`config.mk`:
```
export PLATFORM = sky130hd
export DESIGN_NAME = bit_logic_unit
export DESIGN_NICKNAME = d
export VERILOG_FILES = /design/src/rtl/bit_logic_pkg.sv /design/src/rtl/bit_logic_core.sv /design/src/rtl/bit_logic_unit.sv
export SDC_FILE = /design/constraint.sdc
export NUM_CORES = 1
export LEC_CHECK = 0
export ABC_AREA = 1
export CAP_MARGIN = 20
export CORE_MARGIN = 4
export CORE_UTILIZATION = 31
export DETAILED_ROUTE_END_ITERATION = 6
export GPL_ROUTABILITY_DRIVEN = 0
export PLACE_DENSITY = 0.56
export SYNTH_ARGS = -nofsm -noshare
export SYNTH_HDL_FRONTEND = slang
export SYNTH_SLANG_ARGS = --single-unit
```
`constraint.sdc`:
```
create_clock -name clk -period 2.2 [get_ports clk]
set_clock_uncertainty 0.05 [all_clocks]
set_input_delay 0.33 -clock clk [delete_from_list [all_inputs] [get_ports clk]]
set_output_delay 0.33 -clock clk [all_outputs]
set_load 0.1 [all_outputs]
```
`src/rtl/bit_logic_pkg.sv`:
```
// Shared types for the bit logic unit: the op encoding and the accumulation FSM state.
package bit_logic_pkg;

    localparam int OP_W = 3;

    typedef enum logic [OP_W-1:0] {
        OP_AND  = 3'd0,
        OP_OR   = 3'd1,
        OP_XOR  = 3'd2,
        OP_NAND = 3'd3,
        OP_NOR  = 3'd4,
        OP_XNOR = 3'd5,
        OP_ANDN = 3'd6,
        OP_PASS = 3'd7
    } op_e;

    typedef enum logic {
        ST_IDLE  = 1'b0,
        ST_ACCUM = 1'b1
    } state_e;

endpackage

```
`src/rtl/bit_logic_core.sv`:
```
// Purely combinational per-bit logic function f(a,b,op); no carries between bits.
module bit_logic_core
    import bit_logic_pkg::*;
#(
    parameter int WIDTH = 32
) (
    input  logic [WIDTH-1:0] a_i,
    input  logic [WIDTH-1:0] b_i,
    input  op_e              op_i,
    output logic [WIDTH-1:0] y_o
);

    always_comb begin
        y_o = '0;
        unique case (op_i)
            OP_AND:  y_o = a_i & b_i;
            OP_OR:   y_o = a_i | b_i;
            OP_XOR:  y_o = a_i ^ b_i;
            OP_NAND: y_o = ~(a_i & b_i);
            OP_NOR:  y_o = ~(a_i | b_i);
            OP_XNOR: y_o = ~(a_i ^ b_i);
            OP_ANDN: y_o = a_i & ~b_i;
            OP_PASS: y_o = a_i;
            default: y_o = '0;
        endcase
    end

endmodule

```
`src/rtl/bit_logic_unit.sv`:
```
// Streaming bitwise logic unit with optional multi-beat accumulation and a
// main + skid output stage so in_ready never depends combinationally on out_ready.
module bit_logic_unit
    import bit_logic_pkg::*;
#(
    parameter int WIDTH = 32,
    parameter int CNTW  = 8
) (
    input  logic             clk,
    input  logic             rst_n,
    input  logic             in_valid,
    output logic             in_ready,
    input  logic [2:0]       op,
    input  logic             acc_en,
    input  logic             last,
    input  logic [WIDTH-1:0] in0,
    input  logic [WIDTH-1:0] in1,
    output logic             out_valid,
    input  logic             out_ready,
    output logic [WIDTH-1:0] out,
    output logic             zero,
    output logic             all_ones,
    output logic [CNTW-1:0]  beats
);

    state_e           state_q;
    logic [WIDTH-1:0] acc_q;
    logic [CNTW-1:0]  cnt_q;

    logic [WIDTH-1:0] out_q, out_d, skidData_q, skidData_d;
    logic             zero_q, zero_d, skidZero_q, skidZero_d;
    logic             ones_q, ones_d, skidOnes_q, skidOnes_d;
    logic [CNTW-1:0]  beats_q, beats_d, skidBeats_q, skidBeats_d;
    logic             outValid_q, outValid_d, skidValid_q, skidValid_d;
    logic             inReady_q;

    logic             accept, consume, produce;
    logic [WIDTH-1:0] coreA, coreY;
    logic [CNTW-1:0]  cntInc, resBeats;

    assign accept  = in_valid && inReady_q;
    assign consume = outValid_q && out_ready;
    assign coreA   = (state_q == ST_ACCUM) ? acc_q : in0;
    assign cntInc  = (cnt_q == {CNTW{1'b1}}) ? cnt_q : cnt_q + 1'b1;

    bit_logic_core #(.WIDTH(WIDTH)) u_core (
        .a_i  (coreA),
        .b_i  (in1),
        .op_i (op_e'(op)),
        .y_o  (coreY)
    );

    always_comb begin
        produce  = 1'b0;
        resBeats = CNTW'(1);
        if (accept) begin
            if (state_q == ST_IDLE) begin
                produce = !acc_en || last;
            end else begin
                produce  = last;
                resBeats = cntInc;
            end
        end
    end

    always_ff @(posedge clk or negedge rst_n) begin
        if (!rst_n) begin
            state_q <= ST_IDLE;
            acc_q   <= '0;
            cnt_q   <= '0;
        end else if (accept) begin
            unique case (state_q)
                ST_IDLE: begin
                    if (acc_en && !last) begin
                        acc_q   <= coreY;
                        cnt_q   <= CNTW'(1);
                        state_q <= ST_ACCUM;
                    end
                end
                ST_ACCUM: begin
                    if (last) begin
                        state_q <= ST_IDLE;
                    end else begin
                        acc_q <= coreY;
                        cnt_q <= cntInc;
                    end
                end
                default: state_q <= ST_IDLE;
            endcase
        end
    end

    // A full skid blocks input, so a produce can only coincide with an empty skid.
    always_comb begin
        out_d       = out_q;
        zero_d      = zero_q;
        ones_d      = ones_q;
        beats_d     = beats_q;
        outValid_d  = outValid_q;
        skidData_d  = skidData_q;
        skidZero_d  = skidZero_q;
        skidOnes_d  = skidOnes_q;
        skidBeats_d = skidBeats_q;
        skidValid_d = skidValid_q;
        if (skidValid_q) begin
            if (consume) begin
                out_d       = skidData_q;
                zero_d      = skidZero_q;
                ones_d      = skidOnes_q;
                beats_d     = skidBeats_q;
                skidValid_d = 1'b0;
            end
        end else if (produce) begin
            if (!outValid_q || consume) begin
                out_d      = coreY;
                zero_d     = (coreY == '0);
                ones_d     = (coreY == {WIDTH{1'b1}});
                beats_d    = resBeats;
                outValid_d = 1'b1;
            end else begin
                skidData_d  = coreY;
                skidZero_d  = (coreY == '0);
                skidOnes_d  = (coreY == {WIDTH{1'b1}});
                skidBeats_d = resBeats;
                skidValid_d = 1'b1;
            end
        end else if (consume) begin
            outValid_d = 1'b0;
        end
    end

    always_ff @(posedge clk or negedge rst_n) begin
        if (!rst_n) begin
            out_q       <= '0;
            zero_q      <= 1'b0;
            ones_q      <= 1'b0;
            beats_q     <= '0;
            outValid_q  <= 1'b0;
            skidData_q  <= '0;
            skidZero_q  <= 1'b0;
            skidOnes_q  <= 1'b0;
            skidBeats_q <= '0;
            skidValid_q <= 1'b0;
            inReady_q   <= 1'b1;
        end else begin
            out_q       <= out_d;
            zero_q      <= zero_d;
            ones_q      <= ones_d;
            beats_q     <= beats_d;
            outValid_q  <= outValid_d;
            skidData_q  <= skidData_d;
            skidZero_q  <= skidZero_d;
            skidOnes_q  <= skidOnes_d;
            skidBeats_q <= skidBeats_d;
            skidValid_q <= skidValid_d;
            inReady_q   <= !skidValid_d;
        end
    end

    assign in_ready  = inReady_q;
    assign out_valid = outValid_q;
    assign out       = out_q;
    assign zero      = zero_q;
    assign all_ones  = ones_q;
    assign beats     = beats_q;

endmodule

```
-- Word-level counts from Yosys, hierarchy flattened
Cells that the tools add are included.
- add/sub/neg operators: 1
- equal/unequal tests: 13
- mux-type cells: 39
- bitwise logic cells: 11
- reduce and logical (&&, ||, !) cells: 18
- operators by type and width (operator ; count):
    $pmux 32 s8 ; 1
    $mux 32 ; 7
    $not 32->32 ; 4
    $mux 8 ; 9
    $and 32x32->32 ; 2
    $pmux 32 s2 ; 1
    $eq 32x32->1 const B ; 1
    $logic_not 32->1 ; 1
    $or 32x32->32 ; 1
    $xor 32x32->32 ; 1
    $mux 1 ; 19
    $pmux 8 s2 ; 1
    $eq 3x3->1 const B ; 4
    $reduce_and 3->1 ; 4
    $add 8x1->8 const B ; 1
    $eq 8x8->1 const B ; 1
    $eq 3x2->1 const B ; 2
    $ne 2x1->1 const B ; 3
    $reduce_bool 2->1 ; 3
    $logic_not 1->1 ; 4
    $eq 3x1->1 const B ; 1
    $logic_and 1x1->1 ; 3
    $logic_not 3->1 ; 1
    $not 1->1 ; 3
    other kinds (3) ; 4
- register bits after elaboration: 128

-- Depth between registers and ports, before layout
Gate-level depths: netlist of run 1.
- depth in word-level cells: 8
- depth in mapped cells: 20
- mapped depth without buffers: 19

-- By module
Synthesis of run 1 repeated with hierarchy kept, for this count alone.
- cell total of the unflattened synthesis: 1521
- area total of the unflattened synthesis: 10124.7 um^2
- by module, submodules not included (module ; instances ; cells each ; area an instance (um^2) ; seq. area each (um^2)):
    bit_logic_unit ; 1 ; 760 ; 6012.0 ; 3204.3
    bit_logic_core ; 1 ; 761 ; 4112.7 ; 0.0

-- Worst setup path before layout of run 1
Ideal clock, no wire load.
- kind: flip-flop to flip-flop
- start: register inReady_q (netlist: in_ready)
- end: register beats_q[4] (netlist: beats[4])
- setup time: 124 ps
- data arrival time: 2176 ps
- required time: 2026 ps
- setup slack: -150 ps
- cell stages (with the launch flop): 10
- path through: dfstp_2 nand2_1 nor2_1 nor2_1 o21bai_1 nor2_1 inv_2 clkbuf_1 a21oi_1 a21oi_1
- word-level cells in the longest chain between the ends: 5
- elaborated cells between the ends (all ways): 8
- RTL lines (what ; line ; RTL):
    from (decl) ; bit_logic_unit.sv:35 ; logic inReady_q;
    from (signal assigned) ; bit_logic_unit.sv:156 ; inReady_q <= !skidValid_d;
    $logic_and 1x1->1 * ; bit_logic_unit.sv:41 ; assign accept = in_valid && inReady_q;
    $mux 8 ; bit_logic_unit.sv:56 ; if (accept) begin
    $mux 8 ; bit_logic_unit.sv:114 ; if (!outValid_q || consume) begin
    $mux 8 ; bit_logic_unit.sv:113 ; end else if (produce) begin
    $mux 8 ; bit_logic_unit.sv:105 ; if (skidValid_q) begin
    to (signal assigned) ; bit_logic_unit.sv:149 ; beats_q <= beats_d;
    to (decl) ; bit_logic_unit.sv:33 ; logic [CNTW-1:0] beats_q, beats_d, skidBeats_q, skidBeats_d;
Every way passes the cells marked *; elsewhere a longest branch is shown, timed or not. The select of a mux whose other input is x is not followed.
A chain may end at the register's enable or synchronous reset.

-- Worst setup path in the final report of run 1
- start: register state_q
- end: register ones_q (netlist: all_ones)
- word-level cells in the longest chain between the ends: 8
- elaborated cells between the ends (all ways): 17
- RTL lines (what ; line ; RTL):
    from (decl) ; bit_logic_unit.sv:26 ; state_e state_q;
    from (signal assigned) ; bit_logic_unit.sv:68 ; state_q <= ST_IDLE;
    from (signal assigned) ; bit_logic_unit.sv:77 ; state_q <= ST_ACCUM;
    from (signal assigned) ; bit_logic_unit.sv:82 ; state_q <= ST_IDLE;
    $mux 32 ; bit_logic_unit.sv:43 ; assign coreA = (state_q == ST_ACCUM) ? acc_q : in0;
    $xor 32x32->32, or another cell as far along ; bit_logic_core.sv:18, bit_logic_core.sv:21 ;
    $not 32->32 (on tied branches) ; bit_logic_core.sv:21, bit_logic_core.sv:19, bit_logic_core.sv:20 ;
    $pmux 32 s8 ; bit_logic_core.sv:15 ; unique case (op_i)
    $eq 32x32->1 ; bit_logic_unit.sv:117 ; ones_d = (coreY == {WIDTH{1'b1}});
    $mux 1 ; bit_logic_unit.sv:114 ;
    $mux 1 ; bit_logic_unit.sv:113 ;
    $mux 1 ; bit_logic_unit.sv:105 ;
    to (signal assigned) ; bit_logic_unit.sv:148 ; ones_q <= ones_d;
    to (decl) ; bit_logic_unit.sv:32 ; logic ones_q, ones_d, skidOnes_q, skidOnes_d;
Parallel ways exist; a longest one is shown, timed or not. The select of a mux whose other input is x is not followed.

==> metrics.md, run 1 <==
| Metric | Value |
|---|---|
| Min Tclk post-route | `2.52 ns` |
| Die span in x | `195 µm` |
| Proportion of layout cells with a drive suffix above 1 | `31.9%` |
| F_max | `397 MHz` |
| Static power due to leakage | `8.78 nW` |
| Cell Rows | `68` |
| Number of DRC markers after the initial detailed-route iteration | `1111` |
| Warnings from Yosys | `0` |
| Total Nets Final | `2245` |
| Maximum number of pins on one net before global-route repair | `59` |
| Placed standard-cell area | `14200 µm²` |
| Mapped Nets | `1905` |
| Flop pwr share | `23.8%` |
| Clock tree from TritonCTS | `yes` |
| Final period utilization | `115%` |
| CTS clk-pin slew, worst paths | `0.06 ns` |
| Post-synthesis compound-gate area fraction | `10.3%` |
| Required time of the worst setup path | `2.52 ns` |
| Async SR Flop Fraction | `100%` |
| Share of synthesized cell area in and, or, nand and nor gates | `38.9%` |
| Final-report max-slew violation count | `0` |
| DRC Markers | `0` |
| Post-placement cell count | `2464` |
| Total internal power | `8.24 mW` |
| CP Data Arrival Time | `2.84 ns` |
| Count of port buffers added during placement | `116` |
| Number of standard cells in the final layout excluding fillers | `2542` |
| Power, Total | `16.1 mW` |
| Layout Utilization | `48.4%` |
| Total of flip-flops plus latches after synthesis | `128` |
| Max_cap viols | `0` |
| Core region area | `34500 µm²` |
| Routed length per placed instance | `16.5 µm` |
| Post-placement setup slack | `-0.578 ns` |
| Result of the run | `finished, violations left` |
| Final routed wirelength across all metal layers | `42000 µm` |
| Global-route wire length before repair | `64400 µm` |
| Power share of the clock group | `18.6%` |
| Detailed-placement wirelength estimate | `29700 µm` |
| Final setup viols | `43` |
| Number of clock sinks | `128` |
| Remaining Overflow, GRT | `0` |
| Tightest Hold Check Type | `input port to async pin` |
| Peak supply drop | `0.000944 V` |
| Starting Density | `31.5%` |
| Pre-Repair DR Iteration Count | `6` |
| Layout area overhead | `53.7%` |
| Drt via density | `4.95` |
| Number of antenna violations at the first check in global routing | `0` |
| Netlist area before placement | `10900 µm²` |
| Worst setup margin | `-0.320 ns` |
| Cell with the largest stage delay on the worst path | `sky130_fd_sc_hd__dfrtp_2` |
| Gate count after technology mapping | `1735` |
| Slew at the pin with the worst max-slew slack | `0.477 ns` |
| Setup slack of the most critical reg-to-reg path | `-0.32 ns` |
| Maximum number of buffers from clock root to sink | `2` |
| Post-synthesis share of cell area spent on full adders, half adders and majority gates | `11.2%` |
| Final ANT Viol Nets | `0` |
| Setup TNS | `-3.07 ns` |
| Mean post-synth cell area | `6.26 µm²` |
| Multiplexer area fraction after synthesis | `0%` |
| Vias post-DR | `12589` |
| Net switching fraction of the power | `48.8%` |
| Post-Layout Inst Area | `16700 µm²` |
| Final-layout worst hold slack | `0.310 ns` |
| Relative slew margins | `68.2%` |
| Number of unique standard cell types used by synthesis | `29` |
| Sequential element share of the synthesized area | `29.5%` |
| Via count of the first global-routing pass | `11969` |
| Number of buffers inserted during clock tree synthesis | `17` |
| Unrepaired setup endpoints after global routing | `yes` |
| Cell seen most often among critical-path stages | `sky130_fd_sc_hd__nand2_1` |
| Type of element capturing the critical path | `register` |
| Maximum fanout along the worst path | `6` |
| Die footprint | `38100 µm²` |
| Worst-path cell chain | `inv_8 > buf_12 > buf_8 > nand2_4 > nand2_4 > inv_2 > ha_4 > inv_2 > nand4_1 > buf_4 > nand2_2 > nor2_2 > nand3b_1 > nand2_1 > nor2_2 > nand2_2 > nor2_4 > nand2_2 > nand2_1 > nand2_1 > nand2_1` |
| Vert. Die Dim | `195 µm` |
| Endpoints failing hold | `0` |
| Setup CP Type | `register to register` |
| Violated checks | `setup timing` |
| Clock insertion delay at the later pin of the skew report | `0.44 ns` |
| Dominant combinational cell family by area after synthesis | `simple AND/OR/NAND/NOR gates` |
| Highest-count cells in the layout ignoring fill and taps | `sky130_fd_sc_hd__nand2_1, sky130_fd_sc_hd__buf_4, sky130_fd_sc_hd__nor2_1, sky130_fd_sc_hd__inv_1, sky130_fd_sc_hd__dfrtp_1` |
| Xor/xnor cell area share of the yosys netlist | `0%` |
| Net switching power | `7.83 mW` |
| Root buffer cell | `sky130_fd_sc_hd__clkbuf_16` |
| Power per cell area | `962 nW/µm²` |
| Overall fraction of global-route tracks in use | `21.0%` |
| Delay of the slowest cell on the worst path | `0.48 ns` |
| Top-level port count | `117` |
| Ant. Diodes | `0` |
| Kind of start point of the critical path | `register` |
| Number of filler cells placed in the layout | `3452` |
| Most common cell after layout, fill and taps aside | `sky130_fd_sc_hd__nand2_1` |
| Main synth FF type | `sky130_fd_sc_hd__dfrtp_1` |
| Number of enable flip-flop cells after synthesis | `0` |
| Combinational fraction of design power | `57.6%` |
| H-tree depth reported by CTS | `4` |
-- flip-flops by register name (all words and copies together) (netlist names), 8 cells and up --
| signal | count |
|---|---|
| cnt_q | 8 |
| beats | 8 |
| skidData_q | 32 |
| skidBeats_q | 8 |
| acc_q | 32 |
| out | 32 |
-- final timing paths --
path | endpoint | start | depth (start not counted)
min in group clk | skidData_q[3] | skidData_q[3] | 2
worst min-delay path | skidBeats_q[0] | rst_n | 2
worst max-delay path | all_ones | state_q | 21
worst min register to register | skidData_q[3] | skidData_q[3] | 2
worst max register to register | all_ones | state_q | 21
max in group asynchronous | skidData_q[15] | rst_n | 3
-- synthesized netlist by cell type (2+ instances only) --
| cell type | number | share of area [%] |
|---|---|---|
| sky130_fd_sc_hd__nor2_2 | 4 | 0.23 |
| sky130_fd_sc_hd__nand4_1 | 50 | 2.9 |
| sky130_fd_sc_hd__nor2_1 | 189 | 6.5 |
| sky130_fd_sc_hd__a31oi_1 | 2 | 0.12 |
| sky130_fd_sc_hd__buf_2 | 36 | 1.7 |
| sky130_fd_sc_hd__inv_2 | 5 | 0.17 |
| sky130_fd_sc_hd__buf_1 | 3 | 0.10 |
| sky130_fd_sc_hd__buf_4 | 8 | 0.55 |
| sky130_fd_sc_hd__ha_1 | 97 | 11 |
| sky130_fd_sc_hd__o21ai_0 | 188 | 8.7 |
| sky130_fd_sc_hd__dfrtp_1 | 127 | 29 |
| sky130_fd_sc_hd__nand2_1 | 637 | 22 |
| sky130_fd_sc_hd__clkbuf_1 | 45 | 1.6 |
| sky130_fd_sc_hd__nand3_1 | 94 | 4.3 |
| sky130_fd_sc_hd__o211ai_1 | 2 | 0.14 |
| sky130_fd_sc_hd__o21ai_1 | 10 | 0.46 |
| sky130_fd_sc_hd__inv_1 | 172 | 5.9 |
| sky130_fd_sc_hd__nor3_1 | 4 | 0.18 |
| sky130_fd_sc_hd__nand3b_1 | 38 | 2.6 |
| sky130_fd_sc_hd__a21oi_1 | 15 | 0.69 |
-- critical path, delay by kind of cell, from the launching register on --
kind,cells,cell delay (ns)
buffers and inverters,6,0.63
adder cells (fa/ha/maj),1,0.23
AND/OR/NAND/NOR,14,1.05
flip-flops,1,0.48
-- layout make-up --
type	instances	area, µm²	area share, %
Clock buffer	22	474	2.84
Multi-Input combinational cell	1336	7750	46.4
Sequential cell	128	3210	19.2
Timing Repair Buffer	414	3880	23.2
Tap cell	455	569	3.41
Clock inverter	9	131	0.786
Inverter	178	688	4.12
-- timing repair --
| item | CTS | global route |
|---|---|---|
| hold buffers | 1 | 0 |
| cloned | 5 | 7 |
| gates resized for setup | 170 | 291 |
| setup buffers | 27 | 27 |
| endpoints found under the setup margin | 24 | 106 |
| pin swaps | 80 | 158 |
| endpoints found under the hold margin | 22 | 0 |
-- cell families (layout without fill, tap and decap cells) --
kind of cell               count (synthesis)  after routing
AOI/OAI and AO/OA                        221            221
adders and majority gates                 97             97
buffers and inverters                    271            623
DFF                                      128            128
and+or+nand+nor                         1018           1018
-- power groups by stage --
stage / logic, mW / clock network [mW] / registers [mW]
2_1_floorplan: 2.38 / 0 / 6.50
3_3_place_gp: 7.82 / 0 / 3.82
3_5_place_dp: 7.90 / 0 / 3.82
4_1_cts: 8.54 / 3.02 / 3.80
5_1_grt: 9.90 / 3.14 / 3.93
6_report: 9.26 / 2.99 / 3.82
-- metal layers --
layer	global-route usage (%)	part of all wire [%]	vias to the layer above
li1	-	-	6189
met1	29.7	46	5896
met2	33.1	45	438
met3	3.28	6.3	66
met4	6.26	2.2	0
met5	0	0	-
No activity file was read; power rests on OpenSTA's default activity.
==> run 2, diff against run 1 <==
--- a/config.mk
+++ b/config.mk
@@ -12,6 +12,7 @@
 export DETAILED_ROUTE_END_ITERATION = 6
 export GPL_ROUTABILITY_DRIVEN = 0
 export PLACE_DENSITY = 0.56
+export SKIP_CTS_REPAIR_TIMING = 1
 export SYNTH_ARGS = -nofsm -noshare
 export SYNTH_HDL_FRONTEND = slang
 export SYNTH_SLANG_ARGS = --single-unit
==> run 2 against run 1 <==
Effect of this change:
- the flow still finishes with violations (setup timing)
- sequential power about the same
- critical endpoint unchanged
- cell area down 7.5%
- critical path depth down 2
- die area unchanged
- non-clock buffer count down 35
- clock-buffer cell count unchanged
- register-to-register slack worse by 0.02 ns
- power down 6.2%
- via count down 2.4%
==> metrics.md, run 2 (same netlist as run 1, synthesis figures left out) <==
| Metric | Value |
|---|---|
| Die footprint | `38100 µm²` |
| Required time of the worst setup path | `2.52 ns` |
| Peak supply drop | `0.000943 V` |
| Total Nets Final | `2210` |
| Global-route wire length before repair | `61800 µm` |
| Number of antenna violations at the first check in global routing | `0` |
| Static power due to leakage | `8.45 nW` |
| Maximum number of pins on one net before global-route repair | `59` |
| Max_cap viols | `0` |
| Number of clock sinks | `128` |
| Pre-Repair DR Iteration Count | `6` |
| Number of buffers inserted during clock tree synthesis | `17` |
| Kind of start point of the critical path | `register` |
| Final ANT Viol Nets | `0` |
| Post-placement cell count | `2464` |
| Most common cell after layout, fill and taps aside | `sky130_fd_sc_hd__nand2_1` |
| Via count of the first global-routing pass | `11658` |
| Relative slew margins | `74.3%` |
| Clock insertion delay at the later pin of the skew report | `0.44 ns` |
| H-tree depth reported by CTS | `4` |
| Final setup viols | `10` |
| Tightest Hold Check Type | `input port to async pin` |
| Endpoints failing hold | `0` |
| CP Data Arrival Time | `2.86 ns` |
| Die span in x | `195 µm` |
| Highest-count cells in the layout ignoring fill and taps | `sky130_fd_sc_hd__nand2_1, sky130_fd_sc_hd__buf_4, sky130_fd_sc_hd__nor2_1, sky130_fd_sc_hd__inv_1, sky130_fd_sc_hd__o21ai_0` |
| Routed length per placed instance | `15.8 µm` |
| Final routed wirelength across all metal layers | `39600 µm` |
| Delay of the slowest cell on the worst path | `0.45 ns` |
| Final period utilization | `115%` |
| DRC Markers | `0` |
| Detailed-placement wirelength estimate | `29700 µm` |
| Power per cell area | `975 nW/µm²` |
| Vert. Die Dim | `195 µm` |
| Violated checks | `setup timing` |
| Proportion of layout cells with a drive suffix above 1 | `22.4%` |
| Layout area overhead | `42.3%` |
| Overall fraction of global-route tracks in use | `20.0%` |
| Number of buffer and inverter instances along the worst setup path | `4` |
| Result of the run | `finished, violations left` |
| CTS clk-pin slew, worst paths | `0.06 ns` |
| Ant. Diodes | `0` |
| Setup slack of the most critical reg-to-reg path | `-0.34 ns` |
| Final-report max-slew violation count | `0` |
| Worst setup margin | `-0.339 ns` |
| Top-level port count | `117` |
| Core region area | `34500 µm²` |
| Setup CP Type | `register to register` |
| Starting Density | `31.5%` |
| Min Tclk post-route | `2.54 ns` |
| Count of port buffers added during placement | `116` |
| Vias post-DR | `12285` |
| Cell seen most often among critical-path stages | `sky130_fd_sc_hd__nand2_1` |
| Maximum number of buffers from clock root to sink | `2` |
| Drt via density | `4.90` |
| Number of standard cells in the final layout excluding fillers | `2507` |
| Critical path's top delay family | `simple AND/OR/NAND/NOR gates` |
| Remaining Overflow, GRT | `0` |
| Cell with the largest stage delay on the worst path | `sky130_fd_sc_hd__dfrtp_2` |
| Layout Utilization | `44.8%` |
| Cell Rows | `68` |
| Number of DRC markers after the initial detailed-route iteration | `936` |
| Root buffer cell | `sky130_fd_sc_hd__clkbuf_16` |
| Slew at the pin with the worst max-slew slack | `0.386 ns` |
| Unrepaired setup endpoints after global routing | `yes` |
| Maximum fanout along the worst path | `18` |
| F_max | `394 MHz` |
| Type of element capturing the critical path | `register` |
| Clock tree from TritonCTS | `yes` |
| Worst-path cell chain | `inv_4 > buf_12 > nand2_2 > nand2_2 > inv_1 > ha_1 > inv_1 > nand3_1 > o21ai_1 > nor2_1 > nand3_2 > nand2_1 > nor2_1 > nand2_1 > nor2_2 > nand2_1 > nand2_1 > nand2_1 > nand2_1` |
## run 2: cell count changes in the layout (fill, tap and decap cells not counted), sizes merged
cell    change
buf        -32
clkbuf      -3
clkinv      -1
inv         +1
## run 2: area by class of cell
type,count,area [µm²]
sequential,128,3210
clock buffer,22,474
timing repair buffer,379,3400
clock inverter,9,131
fill,3573,19100
tap,455,569
multi-input combinational,1336,7010
inverter,178,671
## run 2: through the flow
stage                     cell area, µm²  total power [mW]  setup TNS (ns)  hold slack [ns]  setup WS [ns]
after CTS                          14900              14.7           -2.61           -0.228         -0.518
after detailed placement           14200              11.7          -11.36            0.233         -0.578
after floorplan                    10900              8.88               0          -0.0156         0.0423
final                              15500              15.1           -1.50            0.314         -0.339
after global routing               15500              16.0           -5.79            0.354         -0.507
after global placement             14200              11.6           -7.60            0.230         -0.585
## run 2: final timing paths
path / from / endpoint / cells after the start
setup / recovery: state_q / all_ones / 19
hold / removal: rst_n / skidBeats_q[0] / 2
setup reg to reg: state_q / all_ones / 19
hold reg to reg: skidBeats_q[0] / skidBeats_q[0] / 2
max in group asynchronous: rst_n / skidData_q[27] / 3
min in group clk: skidBeats_q[0] / skidBeats_q[0] / 2
## run 2: report_power, final
part	switching (mW)	internal (mW)
Clock	1.10	1.86
Combinational	5.71	2.60
Sequential	0.545	3.25
## run 2: per-layer routing
layer | track usage, % | routed length [µm] | up-vias
met2 | 31.5 | 17500 | 437
li1 | - | - | 6123
met5 | 0 | 0 | -
met1 | 28.6 | 18500 | 5647
met4 | 5.59 | 983 | 0
met3 | 3.23 | 2670 | 78
==> run 3, diff against run 2 <==
--- a/config.mk
+++ b/config.mk
@@ -8,10 +8,10 @@
 export ABC_AREA = 1
 export CAP_MARGIN = 20
 export CORE_MARGIN = 4
-export CORE_UTILIZATION = 31
+export CORE_UTILIZATION = 45
 export DETAILED_ROUTE_END_ITERATION = 6
 export GPL_ROUTABILITY_DRIVEN = 0
-export PLACE_DENSITY = 0.56
+export PLACE_DENSITY = 0.73
 export SKIP_CTS_REPAIR_TIMING = 1
 export SYNTH_ARGS = -nofsm -noshare
 export SYNTH_HDL_FRONTEND = slang
==> run 3 against run 2 <==
Effect of this change:
- the flow still finishes with violations (setup timing)
- combinational power is 10% higher
- sequential power is essentially flat
- routed wire length rose by 2.0%
- core utilization rose by 24 points
- via count grew 5.8%
- maximum frequency shrank 1.5%
- critical path type unchanged
- critical endpoint unchanged
- largest power group unchanged
- highest routed layer unchanged
==> metrics.md, run 3 (same netlist as run 1, synthesis figures left out) <==
| Metric | Value |
|---|---|
| Type of element capturing the critical path | `register` |
| Unrepaired setup endpoints after global routing | `yes` |
| Max_cap viols | `0` |
| Root buffer cell | `sky130_fd_sc_hd__clkbuf_16` |
| Min Tclk post-route | `2.58 ns` |
| Setup CP Type | `register to register` |
| Worst setup margin | `-0.377 ns` |
| Post-placement setup slack | `-0.480 ns` |
| Number of antenna violations at the first check in global routing | `0` |
| Pre-Repair DR Iteration Count | `6` |
| Setup TNS | `-2.09 ns` |
| H-tree depth reported by CTS | `4` |
| Cell seen most often among critical-path stages | `sky130_fd_sc_hd__nand2_1` |
| Most common cell after layout, fill and taps aside | `sky130_fd_sc_hd__nand2_1` |
| Top-level port count | `117` |
| Static power due to leakage | `8.63 nW` |
| Final setup viols | `21` |
| Die span in x | `163 µm` |
| Power share of the clock group | `18.7%` |
| Final period utilization | `117%` |
| Critical path's top delay family | `simple AND/OR/NAND/NOR gates` |
| Detailed-placement wirelength estimate | `27600 µm` |
| Final ANT Viol Nets | `0` |
| CTS clk-pin slew, worst paths | `0.07 ns` |
| Vert. Die Dim | `163 µm` |
| Kind of start point of the critical path | `register` |
| Number of clock sinks | `128` |
| Clock insertion delay at the later pin of the skew report | `0.43 ns` |
| Endpoints failing hold | `0` |
| Peak supply drop | `0.000826 V` |
| Setup slack of the most critical reg-to-reg path | `-0.38 ns` |
| Cell Rows | `56` |
| Proportion of layout cells with a drive suffix above 1 | `31.0%` |
| Number of DRC markers after the initial detailed-route iteration | `1203` |
| CP Data Arrival Time | `2.88 ns` |
| Starting Density | `46.0%` |
| Net switching power | `7.95 mW` |
| Power per cell area | `977 nW/µm²` |
| Number of buffers inserted during clock tree synthesis | `17` |
| Count of port buffers added during placement | `116` |
| Overall fraction of global-route tracks in use | `27.4%` |
| Maximum fanout along the worst path | `7` |
| Global-route wire length before repair | `59200 µm` |
| Final-report max-slew violation count | `0` |
| Slew at the pin with the worst max-slew slack | `0.475 ns` |
| Vias post-DR | `12992` |
| Final routed wirelength across all metal layers | `40400 µm` |
| Delay of the slowest cell on the worst path | `0.41 ns` |
| Net switching fraction of the power | `49.7%` |
| Total Nets Final | `2223` |
| Maximum number of buffers from clock root to sink | `2` |
| Die footprint | `26700 µm²` |
| Clock tree from TritonCTS | `yes` |
| Combinational fraction of design power | `57.5%` |
| Routed length per placed instance | `16.9 µm` |
| Final-layout worst hold slack | `0.258 ns` |
| Tightest Hold Check Type | `input port to async pin` |
| DRC Markers | `0` |
| Flop pwr share | `23.8%` |
| Cell with the largest stage delay on the worst path | `sky130_fd_sc_hd__dfrtp_2` |
| Required time of the worst setup path | `2.50 ns` |
| Relative slew margins | `68.3%` |
| Worst-path cell chain | `buf_12 > inv_16 > buf_12 > buf_6 > nand2_4 > nand2_2 > buf_4 > ha_2 > nand4_1 > nand3_1 > nand3b_1 > nand2_1 > nor2_2 > nand2_2 > nor2_4 > nand2_2 > nand2_1 > nand2_1 > nand2_1` |
| Maximum number of pins on one net before global-route repair | `59` |
| Violated checks | `setup timing` |
| Ant. Diodes | `0` |
| Number of buffer and inverter instances along the worst setup path | `5` |
| F_max | `388 MHz` |
| Remaining Overflow, GRT | `0` |
| Drt via density | `5.45` |
| Via count of the first global-routing pass | `11804` |
| Result of the run | `finished, violations left` |
| Layout area overhead | `50.4%` |
| Core region area | `23600 µm²` |
| Highest-count cells in the layout ignoring fill and taps | `sky130_fd_sc_hd__nand2_1, sky130_fd_sc_hd__buf_4, sky130_fd_sc_hd__nor2_1, sky130_fd_sc_hd__inv_1, sky130_fd_sc_hd__dfrtp_1` |
| Total internal power | `8.03 mW` |
[run 3: cell types whose count changed in the layout (fill, tap and decap cells not counted), sizes merged]
| cell | change |
|---|---|
| clkinv | +1 |
| buf | +10 |
| clkbuf | -1 |
| clkinvlp | -1 |
| bufinv | -1 |
| inv | +6 |
[run 3: area by class of cell]
class / count / area [µm²]
multi-input cells: 1336 / 7850
fillers: 1842 / 7260
repair buffers: 392 / 3590
flip-flops and latches: 128 / 3210
inverters: 178 / 702
clock buffers: 18 / 439
well taps: 319 / 399
clock inverters: 14 / 168
[run 3: power groups by stage]
stage | clock, mW | sequential [mW] | combinational [mW]
3_3_place_gp | 0 | 3.79 | 7.67
4_1_cts | 3.02 | 3.78 | 7.83
3_5_place_dp | 0 | 3.81 | 7.79
5_1_grt | 3.12 | 3.90 | 9.79
6_report | 2.99 | 3.80 | 9.18
2_1_floorplan | 0 | 6.50 | 2.38
[run 3: worst register-to-register path, delay by kind of cell, from the launching register on]
family / cells / cell delay [ns]
AND/OR/NAND/NOR: 13 / 1.27
adder cells (fa/ha/maj): 1 / 0.16
buffers and inverters: 5 / 0.63
flip-flops: 1 / 0.41
[run 3: path summary, 6_finish.rpt]
check	depth (start not counted)	to	startpoint
max in group asynchronous	3	acc_q[4]	rst_n
min	2	skidBeats_q[3]	rst_n
min reg2reg	2	skidData_q[14]	skidData_q[14]
max	19	all_ones	state_q
max reg2reg	19	all_ones	state_q
min in group clk	2	skidData_q[14]	skidData_q[14]
[run 3: per-layer routing]
layer  vias up  part of all wire [%]  GRT usage (%)
li1       6132                     -              -
met2       668                    47           45.6
met4         0                   4.3           9.42
met3       152                   8.6           3.73
met1      6040                    40           36.7
met5         -                     0              0
[run 3: stage by stage]
stage               power, mW  instance area, µm²  util, %  cells
global placement         11.5               13900     59.0   2321
finish                   16.0               16300     69.2   2385
global route             16.8               16300     69.2   2385
CTS                      14.6               14500     61.6   2353
floorplan                8.88               10900        -   1735
detailed placement       11.6               13900     59.0   2321
